### config.mk
export PLATFORM = sky130hd
export DESIGN_NAME = aether_engine_mem_arbiter
export DESIGN_NICKNAME = d
export VERILOG_FILES = /design/src/rtl/aether_engine_mem_arbiter.sv
export SDC_FILE = /design/constraint.sdc
export NUM_CORES = 1
export LEC_CHECK = 0
export ABC_CLOCK_PERIOD_IN_PS = 7610
export BUFFER_PORTS_ARGS = -buffer_cell sky130_fd_sc_hd__buf_4
export CAP_MARGIN = 0
export CORE_MARGIN = 2
export CORE_UTILIZATION = 25
export CTS_CLUSTER_DIAMETER = 100
export DETAILED_ROUTE_END_ITERATION = 8
export GPL_ROUTABILITY_DRIVEN = 0
export PLACE_DENSITY_LB_ADDON = 0.1
export SYNTH_ARGS = -nofsm -noshare
export SYNTH_HDL_FRONTEND = slang
export SYNTH_SLANG_ARGS = --single-unit
### constraint.sdc
create_clock -name clk_i -period 7.61 [get_ports clk_i]
set_clock_uncertainty 0.05 [all_clocks]
set_input_delay 0.3805 -clock clk_i [delete_from_list [all_inputs] [get_ports clk_i]]
set_output_delay 0.3805 -clock clk_i [all_outputs]
set_load 0.05 [all_outputs]
### src/rtl/aether_engine_mem_arbiter.sv
// aether_engine_mem_arbiter
// Two-port round-robin arbiter in front of a single task-based memory engine.
// A winning port's command and address range are latched. The command is
// issued to memory for one cycle. The task is then supervised until memory
// reports completion or a cycle budget expires. Bad requests are refused
// without touching memory.
module aether_engine_mem_arbiter #(
  parameter int TimeoutCycles = 200_000,
  parameter int ClkRate       = 143_000_000
) (
  input  logic             clk_i,
  input  logic             rst_i,
  input  logic [1:0]       req_valid_i,
  input  logic [1:0][1:0]  req_cmd_i,
  input  logic [1:0][31:0] req_start_i,
  input  logic [1:0][31:0] req_end_i,
  input  logic [1:0]       req_en_i,
  input  logic [1:0][15:0] req_data_write_i,
  output logic [1:0]       req_ready_o,
  output logic [1:0]       req_done_o,
  output logic [1:0]       req_err_o,
  output logic [1:0][15:0] req_data_read_o,
  output logic [1:0]       req_data_read_valid_o,
  output logic [1:0]       req_data_write_ready_o,
  output logic [1:0]       mem_command_o,
  output logic [31:0]      mem_start_o,
  output logic [31:0]      mem_end_o,
  output logic             mem_en_o,
  output logic             mem_rst_o,
  output logic [15:0]      mem_data_write_o,
  input  logic [15:0]      mem_data_read_i,
  input  logic             mem_data_read_valid_i,
  input  logic             mem_data_write_ready_i,
  input  logic             mem_task_finished_i,
  input  logic             mem_running_i,
  output logic             busy_o,
  output logic             timeout_o
);

  localparam int NumPorts = 2;

  localparam logic [1:0] S_IDLE   = 2'd0;
  localparam logic [1:0] S_ISSUE  = 2'd1;
  localparam logic [1:0] S_RUN    = 2'd2;
  localparam logic [1:0] S_REJECT = 2'd3;

  localparam logic [1:0] CMD_IDLE = 2'd0;
  localparam logic [1:0] CMD_BAD  = 2'd3;

  // Last RUN cycle index before the task is declared hung.
  localparam logic [31:0] LastCnt = 32'(TimeoutCycles - 1);

  // Clock rate is carried for documentation of the instantiating system only.
  localparam int unused_clk_rate = ClkRate;

  logic [1:0]  state;
  logic        owner;
  logic        last;
  logic        armed;
  logic        timeout_q;
  logic [1:0]  cmd_q;
  logic [31:0] start_q;
  logic [31:0] end_q;
  logic [31:0] cnt;

  logic        any_req;
  logic        winner;
  logic        bad_req;
  logic        select;
  logic        active;
  logic        armed_now;
  logic        finish;
  logic        expire;

  // Arbitration and task-supervision decode, all qualified by reset so that
  // outputs collapse to zero while rst_i is high.
  always_comb begin
    any_req = |req_valid_i;
    // On contention the port that did not complete last goes next;
    // otherwise whichever single port asks wins.
    if (&req_valid_i) winner = ~last;
    else              winner = req_valid_i[1];
    bad_req = (req_cmd_i[winner] == CMD_IDLE) ||
              (req_cmd_i[winner] == CMD_BAD)  ||
              (req_end_i[winner] < req_start_i[winner]);
    select  = !rst_i && (state == S_IDLE) && any_req;
    active  = !rst_i && ((state == S_ISSUE) || (state == S_RUN));
    // The running flag arms completion detection on the cycle it is seen.
    armed_now = armed | mem_running_i;
    finish  = !rst_i && (state == S_RUN) && armed_now && mem_task_finished_i;
    // A completion on the last budgeted cycle still counts as success.
    expire  = !rst_i && (state == S_RUN) && !finish && (cnt == LastCnt);
  end

  // State, latched request and supervision counters.
  always_ff @(posedge clk_i) begin
    if (rst_i) begin
      state     <= S_IDLE;
      owner     <= 1'b0;
      last      <= 1'b1;
      armed     <= 1'b0;
      timeout_q <= 1'b0;
      cmd_q     <= 2'd0;
      start_q   <= 32'd0;
      end_q     <= 32'd0;
      cnt       <= 32'd0;
    end else begin
      case (state)
        S_IDLE: begin
          if (any_req) begin
            owner   <= winner;
            cmd_q   <= req_cmd_i[winner];
            start_q <= req_start_i[winner];
            end_q   <= req_end_i[winner];
            state   <= bad_req ? S_REJECT : S_ISSUE;
          end
        end
        S_ISSUE: begin
          cnt   <= 32'd0;
          armed <= 1'b0;
          state <= S_RUN;
        end
        S_RUN: begin
          if (finish) begin
            last  <= owner;
            state <= S_IDLE;
          end else if (expire) begin
            timeout_q <= 1'b1;
            state     <= S_IDLE;
          end else begin
            cnt <= cnt + 32'd1;
            if (mem_running_i) armed <= 1'b1;
          end
        end
        S_REJECT: state <= S_IDLE;
        default:  state <= S_IDLE;
      endcase
    end
  end

  // Handshake pulses and the memory-facing command side.
  always_comb begin
    req_ready_o      = '0;
    req_done_o       = '0;
    req_err_o        = '0;
    mem_command_o    = 2'd0;
    mem_start_o      = 32'd0;
    mem_end_o        = 32'd0;
    mem_en_o         = 1'b0;
    mem_data_write_o = 16'd0;
    busy_o           = 1'b0;
    timeout_o        = 1'b0;
    mem_rst_o        = 1'b1;
    if (!rst_i) begin
      mem_rst_o   = expire;
      busy_o      = (state != S_IDLE);
      timeout_o   = timeout_q;
      mem_start_o = start_q;
      mem_end_o   = end_q;
      if (select) req_ready_o[winner] = 1'b1;
      if (state == S_REJECT) begin
        req_done_o[owner] = 1'b1;
        req_err_o[owner]  = 1'b1;
      end
      if (finish) req_done_o[owner] = 1'b1;
      if (expire) begin
        req_done_o[owner] = 1'b1;
        req_err_o[owner]  = 1'b1;
      end
      if (state == S_ISSUE) mem_command_o = cmd_q;
      if (active) begin
        mem_en_o         = req_en_i[owner];
        mem_data_write_o = req_data_write_i[owner];
      end
    end
  end

  // Per-lane return path: only the owning lane sees memory data and strobes.
  for (genvar p = 0; p < NumPorts; p++) begin : g_lane
    logic lane_sel;
    assign lane_sel                  = active && (owner == 1'(p));
    assign req_data_read_o[p]        = lane_sel ? mem_data_read_i : 16'd0;
    assign req_data_read_valid_o[p]  = lane_sel & mem_data_read_valid_i;
    assign req_data_write_ready_o[p] = lane_sel & mem_data_write_ready_i;
  end

endmodule

==> impl_metrics.yaml, run 1 <==
cells_and_area:
  fill_cells: 2860
  area_delta_synth_final_pct: 42.67
  drive_above_1_share_pct: 37.85
  nNetsFinal: 1308
  insertedDiodeCount: 0
pwr:
  p_seq_share_pct: 27.8
  swShare_pct: 46.58
  p_int_mw: 1.406
  switchingPower_mw: 1.226
  power_frac_comb_pct: 54.4
  irDropWorstVdd_uv: 118.6
  p_clk_share_pct: 17.9
  power.leakage_nw: 4.169
  power_density_nw_per_um2: 273.8
logic_synthesis:
  synth_edf_count: 0
  synth_area_leaders: "dfxtp_1 31%, nor2_1 6.7%, ha_1 6.7%"
  ys_seq_area_share_pct: 30.89
  synth_nets: 1030
  avgSynthCellArea_um2: 8.382
  yosys.cell_types.count: 73
  synth.cell_area_um2: 6739
  yosys.area.top_type_share_pct: 30.89
  synth-main-ff-cell: "dfxtp_1"
  ys_warn_count: 0
  async_flop_share_pct: 0
  yosysMostFrequentCell: "nor2_1"
  ys_seq_elements: 104
  yosys.area.top_type: "dfxtp_1"
  synth_common_cells: "121 x nor2_1, 104 x dfxtp_1, 67 x nor2b_1, 43 x nor3_1, 40 x clkbuf_1"
  synth_cells: 804
clocking:
  cts_resized: 0
  numCtsBuffers: 9
  cts_root_buf: "clkbuf_16"
  cts.path.max_buffers: 2
  clk_latency_ns: 0.35
  holdBufCountCts: 0
  htree_levels: 3
  clock-sinks: 104
  cts_tree: "yes"
  post_cts_buffers: 0
  clk_transition_reported_paths_ns: 0.07
drt:
  antenna_left: 0
  first_pass_iters: 4
  vias: 6746
  vias_per_cell: 4.727
  drcViolationCount: 0
  wl_per_cell_um: 16.68
  postRouteWirelength_um: 23810
  drt_iter0_markers: 244
setup_path:
  startpoint_type: "register"
  critical_path_arrival_ns: 3.69
  worstPathCellList: "a21boi_4, buf_4, mux2_2, ha_1, nand4_1, o211a_1, a221o_1, a21oi_1, nor4_1, o2bb2ai_1"
  max_stage_delay_ns: 0.82
  end_kind: "register"
  required_ns: 7.77
  cp_slowest_cell: "buf_4"
  criticalPathCategory: "register to register"
  critPathMaxFanout: 72
floorplanning:
  core_um2: 26730
  start_util_pct: 25.22
  pin_count: 318
  die_h_um: 168.2
  dieArea_um2: 28280
  chipWidth_um: 168.2
  rows: 60
timing:
  setup_viol: 0
  slew_headroom_pct: 20.51
  period_share_pct: 46.43
  max_freq_mhz: 283.0
  worst_pin_slew_ns: 1.191
  hold_viol: 0
  worst_slack_ns: 4.077
  holdWs_ns: 0.2309
  finalCriticalPeriod_ns: 3.533
  tns_ns: 0
  finalMaxSlewViolations: 0
  grt_setup_unrepaired: "no"
placement:
  hpwl_um: 17880
  dp_slack_ns: 3.877
  port_buffers: 317
flow_run:
  drv_cap: 0
global_route:
  grt_pass1_wl_um: 36220
  grtUsageTotal_pct: 16.21
  overflow: 0
  antenna_found_initial: 0
  grt_pass1_vias: 6453
  grt_max_degree: 102
outcome:
  outcome: "finished, final reports clean"
hold_path:
  holdCritPathClass: "primary input to register"
[stage by stage]
stage               cell area, µm²  cells  util (%)  power, mW
finish                        9614   1427     35.97      2.633
global placement              9334   1412     34.93      2.199
global route                  9614   1427     35.97      2.801
floorplan                     6739    804         -      1.777
CTS                           9614   1427     35.97      2.675
detailed placement            9334   1412     34.93      2.193
[state kept, by name, summed over array words and instances, names as in the netlist]
name       flops
armed          1
state          2
timeout_q      1
cmd_q          2
start_q       32
last           1
end_q         32
cnt           32
owner          1
[path summary, 6_finish.rpt]
path,endpoint,slack [ns],cells past startpoint,from
setup / recovery,state[1],4.08,10,last
hold / removal,armed,0.23,3,mem_running_i
setup reg to reg,state[1],4.08,10,last
hold reg to reg,armed,0.42,2,armed
[cell families (layout without fill, tap and decap cells)]
family	after synthesis	after routing	share of synthesized area (%)
flip-flops	104	104	30.89
buffers and inverters	64	346	4.920
multiplexers	67	67	10.53
AO/OA/AOI/OAI	137	137	15.15
adder cells (fa/ha/maj)	36	36	6.684
XOR/XNOR	6	6	0.7798
AND/OR/NAND/NOR	390	390	31.04
[metal layers]
metal	wire, µm	vias up	global-route usage (%)
met5	0	-	0
met1	10070	3085	19.56
met3	1561	17	4.396
li1	-	3454	-
met4	327	0	3.973
met2	11840	190	28.60
[worst max-delay path: cells and delay by family (launching register included)]
kind / cells / cell delay [ns]
flip-flops: 1 / 0.34
AND/OR/NAND/NOR: 2 / 0.23
adder cells (fa/ha/maj): 1 / 0.32
AO/OA/AOI/OAI: 5 / 1.10
buffers and inverters: 1 / 0.82
multiplexers: 1 / 0.44
[final cells by class]
| type | instances | area [µm²] | share of cell area, % |
|---|---|---|---|
| Clock buffer | 12 | 236.5 | 2.460 |
| Clock inverter | 3 | 43.79 | 0.4555 |
| Inverter | 6 | 22.52 | 0.2343 |
| Multi-Input combinational cell | 636 | 4363 | 45.38 |
| Sequential cell | 104 | 2082 | 21.66 |
| Tap cell | 341 | 426.7 | 4.438 |
| Timing Repair Buffer | 325 | 2440 | 25.38 |
[cells in the final DEF (no fill, tap or decap), types with 3 or more instances in the layout]
| master | count |
|---|---|
| ha_1 | 36 |
| o21ai_1 | 4 |
| nor4_1 | 9 |
| o31ai_1 | 8 |
| buf_4 | 325 |
| nand2b_1 | 3 |
| clkbuf_16 | 9 |
| dfxtp_1 | 104 |
| nand3_1 | 16 |
| mux2_2 | 31 |
| o211ai_1 | 4 |
| a21oi_2 | 5 |
| nor3_1 | 42 |
| and2_1 | 38 |
| a211oi_1 | 38 |
| o21a_1 | 3 |
| or3_1 | 4 |
| o21ai_2 | 6 |
| inv_1 | 6 |
| nor2_1 | 120 |
| or4_1 | 11 |
| nand2_1 | 23 |
| mux2i_1 | 36 |
| and3_1 | 7 |
| o21ai_0 | 7 |
| clkbuf_1 | 3 |
| or4_2 | 3 |
| a21oi_1 | 20 |
| a22o_1 | 17 |
| nand4_1 | 16 |
| and3b_1 | 3 |
| xnor2_1 | 4 |
| or3_2 | 7 |
| nor2b_1 | 66 |
[power by group through the flow]
stage | Combinational, mW | Sequential [mW] | Clock [mW]
after floorplan | 1.05 | 0.723 | 0
after global placement | 1.46 | 0.743 | 0
after detailed placement | 1.45 | 0.743 | 0
after CTS | 1.45 | 0.732 | 0.490
after global routing | 1.55 | 0.748 | 0.508
final | 1.43 | 0.731 | 0.470
No activity file was read; power rests on OpenSTA's default activity.
==> inputs of run 2 (changes only) <==
Settings changed: ABC_CLOCK_PERIOD_IN_PS 7610 to 3000.
Clock period 7.61 ns to 3 ns, I/O delays scaled along.
==> run 2 against run 1 <==
Against the previous run: register-to-register slack worse by 3.9 ns; clock power rose to 2.9 times the previous value; wire length grew 3.4%; final cell count is 1.7% higher; via count grew 1.2%; combinational power grew to 2.6 times the previous value; hold slack worse by 0.14 ns; fmax increased by 26%; critical endpoint unchanged; largest cell class unchanged.
==> impl_metrics.yaml, run 2 (same netlist as run 1, synthesis figures left out) <==
outcome:
  outcome: "finished, final reports clean"
setup_path:
  rr_startpoint: "last"
  critical_path_arrival_ns: 2.98
  cp_common_cell: "buf_12"
  critPathMaxFanout: 16
  cp_slowest_cell: "mux2_2"
  cp_top_family: "compound AO/OA/AOI/OAI gates"
  reg2reg_slack_ns: 0.19
  worstPathCellList: "a21boi_4, buf_12, buf_12, mux2_2, ha_1, and4_1, nand4_1, a221o_1, a21oi_1, nor4_1, o2bb2ai_1"
  path_buf_inv: 2
  reg2reg_depth: 11
  startpoint_type: "register"
  r2r-end: "state[1]"
  criticalPathCategory: "register to register"
  max_stage_delay_ns: 0.36
  cp_num_cells: 11
  end_kind: "register"
  required_ns: 3.17
timing:
  period_share_pct: 93.69
  grt_setup_unrepaired: "no"
  slew_headroom_pct: 39.51
  worst_pin_slew_ns: 0.9073
  holdWs_ns: 0.09190
  max_freq_mhz: 355.8
  tns_ns: 0
  hold_viol: 0
  setup_viol: 0
  finalCriticalPeriod_ns: 2.811
  finalMaxSlewViolations: 0
  worst_slack_ns: 0.1894
pwr:
  power_frac_comb_pct: 53.7
  p_seq_share_pct: 26.8
  power_mw: 6.947
  swShare_pct: 46.27
  p_int_mw: 3.733
  p_clk_share_pct: 19.5
  power.leakage_nw: 4.324
  power_density_nw_per_um2: 701.7
  irDropWorstVdd_uv: 391.7
  switchingPower_mw: 3.215
clocking:
  cts.path.max_buffers: 2
  clock-sinks: 104
  clk_latency_ns: 0.36
  numCtsBuffers: 9
  clk_transition_reported_paths_ns: 0.08
  cts_tree: "yes"
  cts_root_buf: "clkbuf_16"
  htree_levels: 3
placement:
  port_buffers: 317
  dpl.cell_count: 1430
  place_area_um2: 9519
  dp_slack_ns: 0.002348
  hpwl_um: 18700
cells_and_area:
  seq_area_um2: 2082
  nNetsFinal: 1329
  reg_top3: "cnt (32), end_q (32), start_q (32)"
  area_delta_synth_final_pct: 46.92
  design_area_um2: 9901
  layout_common_cells: "340 x buf_4, 120 x nor2_1, 104 x dfxtp_1"
  postLayoutCoreUtil_pct: 37.05
  drive_above_1_share_pct: 39.35
  final_common_cell: "buf_4"
  multiInputGateArea_um2: 4369
  fill_cells: 2879
  stdcell_count: 1451
global_route:
  antenna_found_initial: 2
  overflow: 0
  grt_max_degree: 102
  grt_pass1_vias: 6665
  grt_pass1_wl_um: 37320
  grtUsageTotal_pct: 16.75
floorplanning:
  start_util_pct: 25.22
  core_um2: 26730
  pin_count: 318
  die_h_um: 168.2
  rows: 60
  chipWidth_um: 168.2
  dieArea_um2: 28280
hold_path:
  holdCritPathClass: "primary input to register"
  whs_endpoint: "start_q[4]"
  worstHoldStart: "rst_i"
  holdPathStages: 2
drt:
  vias_per_cell: 4.703
  postRouteWirelength_um: 24610
  antenna_left: 0
  drcViolationCount: 0
  wl_per_cell_um: 16.96
  drt_iter0_markers: 300
  first_pass_iters: 5
  vias: 6824
flow_run:
  drv_cap: 0
-- run 2: changes by cell type in the layout (fill, tap and decap cells not counted), sizes merged --
cell,change
buf,+19
bufinv,+1
clkbuf,-2
diode,+2
dlygate4sd3,+1
inv,+3
-- run 2: how the worst max path moves through the flow --
stage / start / to / slack [ns]
after floorplan: last / state[1] / 0.17
final: last / state[1] / 0.19
after detailed placement: last / state[1] / 0.002
after global routing: last / state[1] / 0.02
after CTS: last / state[1] / 0.07
after global placement: last / state[1] / 0.17
-- run 2: routing by layer --
metal / up-vias / track usage [%] / wire length, µm
li1: 3499 / - / -
met1: 3106 / 21.00 / 10820
met2: 193 / 28.14 / 11790
met3: 26 / 4.349 / 1464
met4: 0 / 5.360 / 541
met5: - / 0 / 0
-- run 2: area by class of cell --
| cell class | count | share of cell area (%) |
|---|---|---|
| flip-flops and latches | 104 | 21.03 |
| diodes | 2 | 0.05055 |
| repair buffers | 346 | 26.94 |
| clock inverters | 7 | 1.036 |
| multi-input cells | 636 | 44.13 |
| inverters | 6 | 0.2275 |
| clock buffers | 9 | 2.275 |
| well taps | 341 | 4.309 |
-- run 2: power by group through the flow --
| stage | clock (mW) | sequential (mW) | combinational [mW] |
|---|---|---|---|
| floorplan | 0 | 1.83 | 2.67 |
| global placement | 0 | 1.88 | 3.78 |
| detailed placement | 0 | 1.89 | 3.76 |
| CTS | 1.41 | 1.86 | 3.77 |
| global route | 1.45 | 1.91 | 4.03 |
| finish | 1.36 | 1.86 | 3.73 |
-- run 2: timing repair --
| item | CTS | global route |
|---|---|---|
| setup buffers | 0 | 1 |
| endpoints found under the setup margin | 1 | 1 |
| hold buffers | 1 | 0 |
| pin swaps | 0 | 1 |
| hold endpoints to repair | 1 | 0 |
| gates cloned | 0 | 1 |
| resized for setup | 1 | 1 |
-- run 2: worst reg2reg max path: stages, from the launching register on --
cell       delay (ns)
dfxtp_1          0.34
a21boi_4         0.19
buf_12           0.18
buf_12           0.18
mux2_2           0.36
ha_1             0.29
and4_1           0.22
nand4_1          0.14
a221o_1          0.28
a21oi_1          0.22
nor4_1           0.08
o2bb2ai_1        0.16
==> inputs of run 3 (changes only) <==
Settings changed: CELL_PAD_IN_SITES_DETAIL_PLACEMENT set to 1, CELL_PAD_IN_SITES_GLOBAL_PLACEMENT set to 1.
==> run 3 against run 2 <==
Against the previous run: total power decreased by 0.83%; wire length increased by 6.3%; global-route usage increased by 1.1 points; highest routed layer unchanged; clock power decreased by 4%; hold slack got worse by 0.068 ns; fmax decreased by 2.4%; sequential share of layout area increased by 0.13 points; combinational power about the same; via count increased by 0.72%.
==> impl_metrics.yaml, run 3 (same netlist as run 1, synthesis figures left out) <==
setup_path:
  critPathMaxFanout: 15
  reg2reg_depth: 11
  critical_path_arrival_ns: 3.03
  r2r-end: "state[1]"
  rr_startpoint: "last"
  end_kind: "register"
  required_ns: 3.15
  startpoint_type: "register"
  startpoint: "last"
  criticalPathCategory: "register to register"
  reg2reg_slack_ns: 0.12
placement:
  dpl.cell_count: 1427
  port_buffers: 317
  hpwl_um: 20160
  place_area_um2: 9472
global_route:
  grtUsageTotal_pct: 17.81
  grt_pass1_wl_um: 39720
  overflow: 0
  grt_max_degree: 99
  antenna_found_initial: 0
  grt_pass1_vias: 7058
clocking:
  numCtsBuffers: 9
  cts.path.max_buffers: 2
  clk_latency_ns: 0.35
  htree_levels: 3
  cts_root_buf: "clkbuf_16"
  clk_transition_reported_paths_ns: 0.07
  clock-sinks: 104
  cts_tree: "yes"
floorplanning:
  die_h_um: 168.2
  rows: 60
  chipWidth_um: 168.2
  start_util_pct: 25.22
  core_um2: 26730
  dieArea_um2: 28280
  pin_count: 318
timing:
  finalCriticalPeriod_ns: 2.881
  grt_setup_unrepaired: "no"
  tns_ns: 0
  max_freq_mhz: 347.2
  worst_pin_slew_ns: 1.025
  finalMaxSlewViolations: 0
  period_share_pct: 96.02
  slew_headroom_pct: 31.68
  hold_viol: 0
  setup_viol: 0
hold_path:
  worstHoldStart: "rst_i"
  holdCritPathClass: "primary input to register"
  holdPathStages: 2
  whs_endpoint: "cnt[1]"
pwr:
  power_density_nw_per_um2: 700.0
  power.leakage_nw: 4.310
  irDropWorstVdd_uv: 346.1
  power_mw: 6.890
cells_and_area:
  drive_above_1_share_pct: 39.10
  design_area_um2: 9842
  insertedDiodeCount: 0
  layout_common_cells: "339 x buf_4, 120 x nor2_1, 104 x dfxtp_1"
  stdcell_count: 1446
  postLayoutCoreUtil_pct: 36.83
  fill_cells: 3230
  final_common_cell: "buf_4"
  nNetsFinal: 1326
  reg_top3: "cnt (32), end_q (32), start_q (32)"
  area_delta_synth_final_pct: 46.05
drt:
  vias: 6873
  wl_per_cell_um: 18.09
  antenna_left: 0
  drt_iter0_markers: 298
  first_pass_iters: 4
  postRouteWirelength_um: 26150
  drcViolationCount: 0
  vias_per_cell: 4.753
flow_run:
  drv_cap: 0
outcome:
  outcome: "finished, final reports clean"
run 3: cell count changes in the layout (fill, tap and decap cells not counted), sizes merged:
cell | previous run | this run
diode | 2 | 0
inv | 9 | 6
clkinv | 2 | 4
buf | 344 | 341
clkbuf | 10 | 11
run 3: worst max path at each step:
stage / end / slack (ns)
detailed placement: state[1] / 0.06
floorplan: state[1] / 0.17
global route: state[1] / 0.0005
finish: state[1] / 0.12
global placement: state[1] / 0.12
CTS: state[1] / 0.04
run 3: cell type report:
type                    instances  area (µm²)  share of cell area, %
multi-input cells             636        4378                  44.48
flip-flops and latches        104        2082                  21.15
clock buffers                  10       229.0                  2.326
well taps                     341       426.7                  4.335
inverters                       6       22.52                 0.2288
repair buffers                343        2620                  26.62
clock inverters                 6       83.83                 0.8518
run 3: what timing repair did:
action                     CTS  global route
setup endpoints to repair    0             2
buffers inserted             0             1
hold buffers                 1             0
hold endpoints to repair     1             0
gates resized for setup      0             3
run 3: power breakdown:
group / total, mW / leakage, nW / switching (mW) / internal, mW
Sequential: 1.85 / 0.855 / 0.154 / 1.70
Clock: 1.30 / 0.156 / 0.570 / 0.731
Combinational: 3.74 / 3.30 / 2.47 / 1.27
Total: 6.89 / 4.31 / 3.19 / 3.70
run 3: per-stage QoR:
| step | hold slack (ns) | setup WS [ns] |
|---|---|---|
| finish | 0.02382 | 0.1194 |
| floorplan | 0.2376 | 0.1664 |
| CTS | 0.02089 | 0.04324 |
| global route | 0.03528 | 0.0004754 |
| global placement | 0.3403 | 0.1215 |
| detailed placement | 0.3581 | 0.06009 |
run 3: layer usage:
metal  GRT usage (%)  wire (µm)  vias up
met1           22.32      11430     3246
met5               0          0        -
met3           4.631       1414       10
met2           31.28      13150      141
met4           2.811        160        0
li1                -          -     3476
run 3: worst max-delay path, cell delays in order (launching register included):
cell and delay (ns):
dfxtp_1 0.33, a21boi_4 0.19, buf_4 0.17, clkbuf_16 0.19
mux2_2 0.37, ha_1 0.32, a21oi_1 0.07, o211a_1 0.21
a221o_1 0.34, a21oi_1 0.23, nor4_1 0.08, o2bb2ai_1 0.17
